<file path="src/rtl/fetch_queue_if.sv">
// Fetch-stage handshake bundle.
//   imem_req_*  : fetch request to a 1-cycle-latency instruction memory
//   imem_resp_* : read data returning one cycle after an accepted request
//   redirect_*  : flush-and-restart from a taken branch or jump
//   dec_*       : head instruction, PC and opcode presented to decode
// master: the fetch queue; slave: the memory/decode/branch environment.
interface fetch_queue_if;
    logic        imem_req_valid;
    logic [31:0] imem_req_addr;
    logic        imem_req_ready;
    logic        imem_resp_valid;
    logic [31:0] imem_resp_data;
    logic        redirect_valid;
    logic [31:0] redirect_pc;
    logic        dec_valid;
    logic        dec_ready;
    logic [31:0] dec_instr;
    logic [31:0] dec_pc;
    logic [6:0]  dec_opcode;

    modport master (
        output imem_req_valid, imem_req_addr,
        input  imem_req_ready, imem_resp_valid, imem_resp_data,
        input  redirect_valid, redirect_pc,
        output dec_valid, dec_instr, dec_pc, dec_opcode,
        input  dec_ready
    );

    modport slave (
        input  imem_req_valid, imem_req_addr,
        output imem_req_ready, imem_resp_valid, imem_resp_data,
        output redirect_valid, redirect_pc,
        input  dec_valid, dec_instr, dec_pc, dec_opcode,
        output dec_ready
    );
endinterface

</file>
<file path="src/rtl/fetch_queue.sv">
// Instruction fetch queue feeding decode.
// Issues sequential word-aligned fetch addresses to a 1-cycle-latency
// instruction memory, buffers returned words with their PCs in a DEPTH-entry
// FIFO and presents the head entry (instr, pc, opcode) to decode. A redirect
// flushes buffered and in-flight fetches and restarts at the new PC.
// Ports:
//   clock : rising-edge clock
//   reset : synchronous, active-high
//   fq    : fetch_queue_if.master (imem request/response, redirect, decode)
// Parameters:
//   RESET_PC : first fetch address after reset
//   DEPTH    : FIFO entries, power of two, >= 2
module fetch_queue #(
    parameter logic [31:0] RESET_PC = 32'h0000_0000,
    parameter int unsigned DEPTH    = 4
) (
    input logic          clock,
    input logic          reset,
    fetch_queue_if.master fq
);

    localparam int unsigned PTR_W = $clog2(DEPTH);
    localparam int unsigned CNT_W = PTR_W + 1;
    localparam logic [CNT_W:0] DEPTH_W = (CNT_W + 1)'(DEPTH);
    localparam logic [31:0] NOP = 32'h0000_0013;

    logic [31:0]      fpc;
    logic [31:0]      req_pc;
    logic             inflight;
    logic [PTR_W-1:0] rd_ptr;
    logic [PTR_W-1:0] wr_ptr;
    logic [CNT_W-1:0] count;

    logic [31:0] pc_mem    [DEPTH];
    logic [31:0] instr_mem [DEPTH];

    logic [CNT_W:0] used;
    logic           req_valid;
    logic           accept;
    logic           push;
    logic           pop;
    logic           not_empty;

    // Credit rule: buffered entries plus the outstanding request may never
    // exceed the FIFO, so a returning response always has a free slot.
    always_comb begin
        used      = {1'b0, count} + (CNT_W + 1)'(inflight);
        not_empty = (count != '0);
        req_valid = !reset && !fq.redirect_valid && (used < DEPTH_W);
        accept    = req_valid && fq.imem_req_ready;
        push      = fq.imem_resp_valid && !fq.redirect_valid;
        pop       = not_empty && fq.dec_ready && !fq.redirect_valid;
    end

    always_ff @(posedge clock) begin
        if (reset) begin
            fpc      <= RESET_PC;
            req_pc   <= '0;
            inflight <= 1'b0;
            rd_ptr   <= '0;
            wr_ptr   <= '0;
            count    <= '0;
        end else if (fq.redirect_valid) begin
            // Redirect discards everything: buffered entries, the pending
            // response and any concurrent decode handshake.
            fpc      <= fq.redirect_pc & ~32'h3;
            inflight <= 1'b0;
            rd_ptr   <= '0;
            wr_ptr   <= '0;
            count    <= '0;
        end else begin
            if (accept) begin
                fpc      <= fpc + 32'd4;
                req_pc   <= fpc;
                inflight <= 1'b1;
            end else if (fq.imem_resp_valid) begin
                inflight <= 1'b0;
            end
            if (push) wr_ptr <= wr_ptr + PTR_W'(1);
            if (pop)  rd_ptr <= rd_ptr + PTR_W'(1);
            case ({push, pop})
                2'b10:   count <= count + CNT_W'(1);
                2'b01:   count <= count - CNT_W'(1);
                default: count <= count;
            endcase
        end
    end

    // Storage needs no reset; entries are only visible when count != 0.
    always_ff @(posedge clock) begin
        if (!reset && push) begin
            pc_mem[wr_ptr]    <= req_pc;
            instr_mem[wr_ptr] <= fq.imem_resp_data;
        end
    end

    always_comb begin
        fq.imem_req_valid = req_valid;
        fq.imem_req_addr  = fpc;
        fq.dec_valid      = not_empty;
        fq.dec_instr      = NOP;
        fq.dec_pc         = '0;
        if (not_empty) begin
            fq.dec_instr = instr_mem[rd_ptr];
            fq.dec_pc    = pc_mem[rd_ptr];
        end
        fq.dec_opcode = fq.dec_instr[6:0];
    end

endmodule

</file>
<file path="src/flat_wrapper.sv">
// flat-port wrapper written by rule: the top's interface ports become plain ports
module fetch_queue_flat 
#(
    parameter logic [31:0] RESET_PC = 32'h0000_0000,
    parameter int unsigned DEPTH    = 4
)
  (clock, reset, fq_imem_req_valid, fq_imem_req_addr, fq_imem_req_ready, fq_imem_resp_valid, fq_imem_resp_data, fq_redirect_valid, fq_redirect_pc, fq_dec_valid, fq_dec_instr, fq_dec_pc, fq_dec_opcode, fq_dec_ready);
  fetch_queue_if fq_i ();
  input logic clock;
  input logic reset;
  output wire logic [$bits(fq_i.imem_req_valid)-1:0] fq_imem_req_valid;
  output wire logic [$bits(fq_i.imem_req_addr)-1:0] fq_imem_req_addr;
  input wire logic [$bits(fq_i.imem_req_ready)-1:0] fq_imem_req_ready;
  input wire logic [$bits(fq_i.imem_resp_valid)-1:0] fq_imem_resp_valid;
  input wire logic [$bits(fq_i.imem_resp_data)-1:0] fq_imem_resp_data;
  input wire logic [$bits(fq_i.redirect_valid)-1:0] fq_redirect_valid;
  input wire logic [$bits(fq_i.redirect_pc)-1:0] fq_redirect_pc;
  output wire logic [$bits(fq_i.dec_valid)-1:0] fq_dec_valid;
  output wire logic [$bits(fq_i.dec_instr)-1:0] fq_dec_instr;
  output wire logic [$bits(fq_i.dec_pc)-1:0] fq_dec_pc;
  output wire logic [$bits(fq_i.dec_opcode)-1:0] fq_dec_opcode;
  input wire logic [$bits(fq_i.dec_ready)-1:0] fq_dec_ready;
  assign fq_imem_req_valid = fq_i.imem_req_valid;
  assign fq_imem_req_addr = fq_i.imem_req_addr;
  assign fq_i.imem_req_ready = fq_imem_req_ready;
  assign fq_i.imem_resp_valid = fq_imem_resp_valid;
  assign fq_i.imem_resp_data = fq_imem_resp_data;
  assign fq_i.redirect_valid = fq_redirect_valid;
  assign fq_i.redirect_pc = fq_redirect_pc;
  assign fq_dec_valid = fq_i.dec_valid;
  assign fq_dec_instr = fq_i.dec_instr;
  assign fq_dec_pc = fq_i.dec_pc;
  assign fq_dec_opcode = fq_i.dec_opcode;
  assign fq_i.dec_ready = fq_dec_ready;
  fetch_queue #(.RESET_PC(RESET_PC), .DEPTH(DEPTH)) u_core (.clock(clock), .reset(reset), .fq(fq_i));
endmodule
</file>
<file path="config.mk">
export PLATFORM = sky130hd
export DESIGN_NAME = fetch_queue_flat
export DESIGN_NICKNAME = d
export VERILOG_FILES = /design/src/rtl/fetch_queue_if.sv /design/src/rtl/fetch_queue.sv /design/src/flat_wrapper.sv
export SDC_FILE = /design/constraint.sdc
export NUM_CORES = 1
export LEC_CHECK = 0
export ABC_CLOCK_PERIOD_IN_PS = 5800
export CAP_MARGIN = 5
export CORE_MARGIN = 2
export CORE_UTILIZATION = 45
export CTS_BUF_LIST = sky130_fd_sc_hd__clkbuf_4 sky130_fd_sc_hd__clkbuf_8
export CTS_CLUSTER_SIZE = 16
export DETAILED_ROUTE_END_ITERATION = 7
export PLACE_DENSITY = 0.75
export SETUP_SLACK_MARGIN = 0.4
export SLEW_MARGIN = 30
export SYNTH_ARGS = -nofsm -noshare
export SYNTH_HDL_FRONTEND = slang
export SYNTH_SLANG_ARGS = --single-unit
</file>
<file path="constraint.sdc">
create_clock -name clock -period 5.8 [get_ports clock]
set_input_delay 0.58 -clock clock [delete_from_list [all_inputs] [get_ports clock]]
set_output_delay 0.58 -clock clock [all_outputs]
set_load 0.02 [all_outputs]
</file>
==> results of run 1 <==
## worst register-to-register path, cell delays in order (launching register included)
cell,delay (ns)
dfxtp_1,0.39
nor3_2,0.07
buf_4,0.33
nor3b_1,0.49
ha_1,0.26
inv_1,0.07
fa_1,0.38
xor2_1,0.16
or3_1,0.30
a21oi_1,0.14
## power by group through the flow
| stage | sequential [mW] | clock (mW) | combinational [mW] |
|---|---|---|---|
| floorplan | 2.56 | 0 | 0.120 |
| CTS | 2.51 | 2.23 | 0.263 |
| global route | 2.52 | 2.33 | 0.283 |
| global placement | 2.56 | 0 | 0.257 |
| finish | 2.51 | 2.18 | 0.262 |
| detailed placement | 2.56 | 0 | 0.261 |
## sequential cells by signal (all words and copies together), names as in the netlist, named ones only
register,cells
u_core.inflight,1
u_core.rd_ptr,2
u_core.count,3
u_core.pc_mem,120
u_core.fq.imem_req_addr,30
u_core.req_pc,30
u_core.wr_ptr,2
u_core.instr_mem,128
## layer usage
metal / share of wire, % / track usage [%] / up-vias / wire length [um]
li1: - / - / 3470 / -
met1: 45 / 23.71 / 3634 / 11410
met2: 47 / 28.22 / 270 / 12000
met3: 6.5 / 3.777 / 38 / 1666
met4: 1.6 / 5.188 / 0 / 405
met5: 0 / 0 / - / 0
## synth_stat cells, drive strengths merged, types with 9 or more instances
cell,number
clkbuf,30
nand4,14
o21ai,9
nor2b,59
nand3,14
nor2,27
mux4,62
buf,28
and3,9
a21oi,53
dfxtp,70
nand2,100
inv,10
edfxtp,248
xor2,13
## cells in the final DEF, fill, tap and decap left out, drive strengths merged, types with 4 or more instances in the layout
cell and n:
clkdlybuf4s50 167, nor3 7, clkbuf 69, and2 5, bufinv 8, nor2b 59, mux4 62, ha 6
edfxtp 248, and3 9, or2 5, nor4 4, nand4 14, a31oi 7, nand3 14, conb 4
o21ai 9, clkinv 13, dfxtp 70, o22ai 5, nand2 100, nor2 27, xor2 13, a21oi 53
inv 10, or3 4, buf 13, xnor2 4
## area by class of cell
type / count / area [sq um]
fill: 2168 / 11820
sequential: 318 / 8853
multi-input combinational: 441 / 3578
timing repair buffer: 180 / 1829
clock buffer: 69 / 893.4
tap: 378 / 473.0
clock inverter: 21 / 297.8
inverter: 10 / 37.54
## path summary, 6_finish.rpt
| kind | from | end | slack, ns | cells after the start |
|---|---|---|---|---|
| setup / recovery | flip-flop | fq_dec_instr[14] | 2.30 | 4 |
| hold / removal | reset | u_core.fq.imem_req_addr[5]$_SDFFE_PP0P_ | 0.31 | 2 |
| setup reg to reg | u_core.count[0]$_SDFFE_PP0P_ | u_core.count[2]$_SDFFE_PP0P_ | 3.15 | 9 |
| hold reg to reg | u_core.inflight$_SDFFE_PP0P_ | u_core.inflight$_SDFFE_PP0P_ | 0.48 | 2 |
## cells by family (layout without fill, tap and decap cells)
kind of cell	count (synthesis)	count (layout)	synth area share (%)
multiplexers	68	68	11.48
other	1	4	0.02949
XOR/XNOR	17	17	1.171
adder cells (fa/ha/maj)	7	7	0.7477
AO/OA/AOI/OAI	88	88	3.916
AND/OR/NAND/NOR	257	257	10.43
flip-flops	318	318	69.58
buffers and inverters	68	280	2.647
## per-stage QoR
| step | instances | hold slack, ns |
|---|---|---|
| after floorplan | 827 | 0.4461 |
| after global placement | 1322 | 0.4602 |
| after detailed placement | 1323 | 0.4678 |
| after CTS | 1413 | 0.2761 |
| after global routing | 1417 | 0.2891 |
| final | 1417 | 0.3119 |
==> out/results.txt, run 1 <==
Status - completed
Total power - 4.956 mW
Ys Warns - 0
Critical Path Fanout Max - 25
Die height - 172.1 um
Clk_lat worst skew - 0.55 ns
Crit start category - flip-flop
Total grt overflow - 0
Hold Crit Class - input port to flip-flop
Drt pass-1 iters - 8
Crit path buffers/inverters - 2
Sw frac - 20.14%
# H-tree levels - 2
Boundary pin count - 175
Worst setup EP type - output pin
Post-DRT Antenna Nets - 0
ANT cells - 0
Layout cell share with drive strength beyond 1 - 17.32%
CP max stage delay - 0.68 ns
Number of synthesized flops with an enable pin - 248
Crit path max-delay family - buffers and inverters
Clock Skew - 0.02277 ns
Power Dens Cells - 310.4 nW/um^2
Area contributors post-synth - edfxtp_1 (59%), dfxtp_1 (11%), mux4_2 (11%)
Worst Path Arrival - 2.92 ns
Synth Cell Area - 12720 sq um
Hold Violations, Final - 0
Number of global-route vias before repair - 7547
Worst-Margin Slew - 0.9148 ns
Core area - 27780 sq um
Initial Utilization - 45.78%
Fin worst setup slack - 2.296 ns
Asr flop ratio synth - 0%
DIE AREA - 29620 sq um
Hold bufs inserted after CTS - 0
CTS tree - built
DP HPWL - 15060 um
Slew Viols, Final - 0
Vias - 7412
Via/cell ratio - 5.231
Num CTS Buffers - 50
Synth Flop Type - edfxtp_1
RePlAce Congestion - 0.8506
Clk sinks - 318
Fin util - 57.46%
# port buffers - 168
Syn Inst Count - 824
Root Buffer - clkbuf_8
Achievable Freq - 285.4 MHz
Post-cts resize count - 0
Global Route Usage Sum - 17.37%
DIE WIDTH - 172.1 um
DRC Markers - 0
Area grow syn2layout - 25.52%
#FFs+latches synth - 318
Leak - 5.195 nW
Setup Buffers After CTS - 0
Iter 0 DRT Violations - 570
Switch Pwr - 0.9978 mW
Global-route wire length before repair - 39700 um
Finished Cell Area - 15960 sq um
P_int - 3.958 mW
Unique masters post-synth - 54
Clock power frac - 44.0%
Synthesized area per cell - 15.43 sq um
Gate power share - 5.3%
Clock transition at path regs - 0.07 ns
Yosys top cell by area - edfxtp_1
Pre-CTS WS - 2.306 ns
Final period util - 60.41%
Placed cell areas - 14680 sq um
Seq/Total Area, Yosys - 69.58%
Max Root-Sink Buffers - 3
Final #Nets - 1078
Final Routed Wirelength - 25480 um
Wire per inst - 17.98 um
Initial antenna violation count - 0
Slew HR - 39.01%
CP Class - flip-flop to output pin
Critical path cell sequence - buf_4 -> mux4_2 -> nor2b_1 -> clkdlybuf4s50_1
Max VDD drop - 0.1550 mV
Tmin final - 3.504 ns
Critical Path Slowest Stage Cell - dfxtp_4
Post-synth top area share - 58.56%
Worst Path Required - 5.22 ns
Largest net degree at the start of global routing - 65
Row Count - 61
RSZ-0062 raised after global routing - false
Sequential fraction of design power - 50.7%
MaxCap Viol Count - 0
Fin Setup TNS - 0 ns
Final setup vio count - 0
(Power assumes the default switching activity.)
==> inputs of run 2 (changes only) <==
--- a/config.mk
+++ b/config.mk
@@ -5,7 +5,7 @@
 export SDC_FILE = /design/constraint.sdc
 export NUM_CORES = 1
 export LEC_CHECK = 0
-export ABC_CLOCK_PERIOD_IN_PS = 5800
+export ABC_CLOCK_PERIOD_IN_PS = 3500
 export CAP_MARGIN = 5
 export CORE_MARGIN = 2
 export CORE_UTILIZATION = 45
==> constraint.sdc (replaced) <==
create_clock -name clock -period 3.5 [get_ports clock]
set_input_delay 0.35 -clock clock [delete_from_list [all_inputs] [get_ports clock]]
set_output_delay 0.35 -clock clock [all_outputs]
set_load 0.02 [all_outputs]
==> run 2 against run 1 <==
  * Setup slack got worse by 1.7 ns
  * Sequential cell count unchanged
  * Clock skew decreased by 0.0065 ns
  * Register-to-register slack got worse by 2.1 ns
  * Final area decreased by 0.67%
  * Worst hold slack got worse by 0.038 ns
  * Utilization decreased by 0.38 points
  * Total power increased by 55%
  * Via count increased by 1.3%
  * Combinational power increased by 66%
  * Critical endpoint is now fq_dec_pc[17]
==> out/results.txt, run 2 (synthesized netlist as in run 1, its figures left out) <==
Total grt overflow - 0 (unchanged)
WHS - 0.2734 ns (-0.03847 ns)
Clk sinks - 318 (unchanged)
DP HPWL - 15520 um (+3.1%)
RePlAce Congestion - 0.8457 (-0.58%)
Fin util - 57.08% (-0.38 points)
Slew HR - 44.78% (+5.8 points)
Worst Path Arrival - 2.54 ns (-0.38 ns)
Core area - 27780 sq um (unchanged)
Tmin final - 2.888 ns
Status - completed
Largest net degree at the start of global routing - 64 (-1.5%)
Hold Violations, Final - 0 (unchanged)
Placed cell areas - 14800 sq um (+0.82%)
Total power - 7.679 mW (+55%)
P_int - 6.025 mW (+52%)
Cells after DPL - 1329 (+0.45%)
Post-DRT Antenna Nets - 0 (unchanged)
Gate power share - 5.7% (+0.4 points)
Leak - 5.141 nW (-1.0%)
MaxCap Viol Count - 0 (unchanged)
Root Buffer - clkbuf_8
Global Route Usage Sum - 17.45% (+0.081 points)
Multi-input logic area - 3573 sq um (-0.14%)
Max reg flops - 128 (unchanged)
Max VDD drop - 0.3340 mV (+120%)
Fin worst setup slack - 0.6116 ns (-1.685 ns)
Largest registers - u_core.instr_mem x128, u_core.pc_mem x120
Biggest register - u_core.instr_mem
Final setup vio count - 0 (unchanged)
Power Dens Cells - 484.3 nW/um^2 (+56%)
Hold Crit Class - input port to flip-flop
DIE AREA - 29620 sq um (unchanged)
Area grow syn2layout - 24.69%
Max Root-Sink Buffers - 3 (unchanged)
Final #Nets - 1084 (+0.56%)
Sw frac - 21.54% (+1.4 points)
Sequential fraction of design power - 54.2% (+3.5 points)
R2R cell count - 5 (-4)
Number of global-route vias before repair - 7582 (+0.46%)
DRC Markers - 0 (unchanged)
Finished Cell Area - 15860 sq um (-0.67%)
Row Count - 61 (unchanged)
Clock Skew - 0.01627 ns (-0.006500 ns)
Switch Pwr - 1.654 mW (+66%)
Iter 0 DRT Violations - 495 (-13%)
CP Class - flip-flop to output pin
Num CTS Buffers - 51 (+2.0%)
Most frequent cells in the layout - edfxtp_1 (248), clkdlybuf4s50_1 (167), nand2_1 (100)
Worst hold path cell count - 2 (unchanged)
Global-route wire length before repair - 39740 um (+0.12%)
# port buffers - 168 (unchanged)
Final Routed Wirelength - 25680 um (+0.78%)
Via/cell ratio - 5.263 (+0.63%)
Final period util - 82.53%
Clock power frac - 40.1% (-3.9 points)
CTS tree - built
Boundary pin count - 175 (unchanged)
DIE WIDTH - 172.1 um (unchanged)
Initial Utilization - 45.78% (unchanged)
Initial antenna violation count - 0 (unchanged)
Clock transition at path regs - 0.06 ns (about the same)
Wire per inst - 17.99 um (about the same)
Drt pass-1 iters - 5 (-3)
Layout cell share with drive strength beyond 1 - 16.87% (-0.45 points)
Critical Path Fanout Max - 26 (+4.0%)
Worst setup EP type - output pin
Fin Setup TNS - 0 ns (unchanged)
Vias - 7511 (+1.3%)
Achievable Freq - 346.2 MHz
Register Area - 8856 sq um (about the same)
# H-tree levels - 2 (unchanged)
Fill cell count - 2237 (+3.2%)
RSZ-0062 raised after global routing - false
Pre-CTS WS - 0.5824 ns (-1.724 ns)
Most common cell after layout, fill and taps aside - edfxtp_1
Worst-Margin Slew - 0.8220 ns (-0.09288 ns)
Hold bufs inserted after CTS - 0 (unchanged)
Worst Path Required - 3.15 ns (-2.07 ns)
Crit start category - flip-flop
Slew Viols, Final - 0 (unchanged)
ANT cells - 0 (unchanged)
Clk_lat worst skew - 0.55 ns (about the same)
Die height - 172.1 um (unchanged)
Fin cells - 1427 (+0.71%)
run 2: routing by layer:
layer | GRT usage [%] | wire (um)
met4 | 5.480 | 429
met2 | 28.81 | 12110
met1 | 23.39 | 11610
met3 | 3.639 | 1531
met5 | 0 | 0
run 2: timing repair:
item | 4_1_cts | 5_1_grt
endpoints found under the setup margin | 29 | 6
setup buffers | 3 | 0
resized for setup | 1 | 1
hold endpoints to repair | 0 | 0
run 2: layout make-up:
cell class	count	share of cell area (%)
Timing Repair Buffer	185	12.03
Inverter	10	0.2367
Clock buffer	66	5.255
Tap cell	378	2.983
Sequential cell	318	55.85
Clock inverter	29	1.105
Multi-Input combinational cell	441	22.54
run 2: critical path: stages, from the launching register on:
cell and delay, ns:
dfxtp_4 0.43, buf_12 0.25, mux4_2 0.52, nor2b_1 0.14
clkdlybuf4s50_1 0.63
run 2: power by group through the flow:
stage          Clock, mW  Combinational [mW]  Sequential [mW]
3_5_place_dp           0               0.437             4.24
4_1_cts             3.16               0.441             4.16
5_1_grt             3.33               0.470             4.17
3_3_place_gp           0               0.430             4.24
2_1_floorplan          0               0.199             4.25
6_report            3.08               0.436             4.17
run 2: worst paths after layout:
check / start / to / slack [ns]
worst max-delay path: flip-flop / fq_dec_pc[17] / 0.61
worst min-delay path: reset / u_core.fq.imem_req_addr[3]$_SDFFE_PP0P_ / 0.27
worst max register to register: u_core.count[2]$_SDFFE_PP0P_ / u_core.fq.imem_req_addr[9]$_SDFFE_PP0P_ / 1.10
worst min register to register: u_core.inflight$_SDFFE_PP0P_ / u_core.inflight$_SDFFE_PP0P_ / 0.49
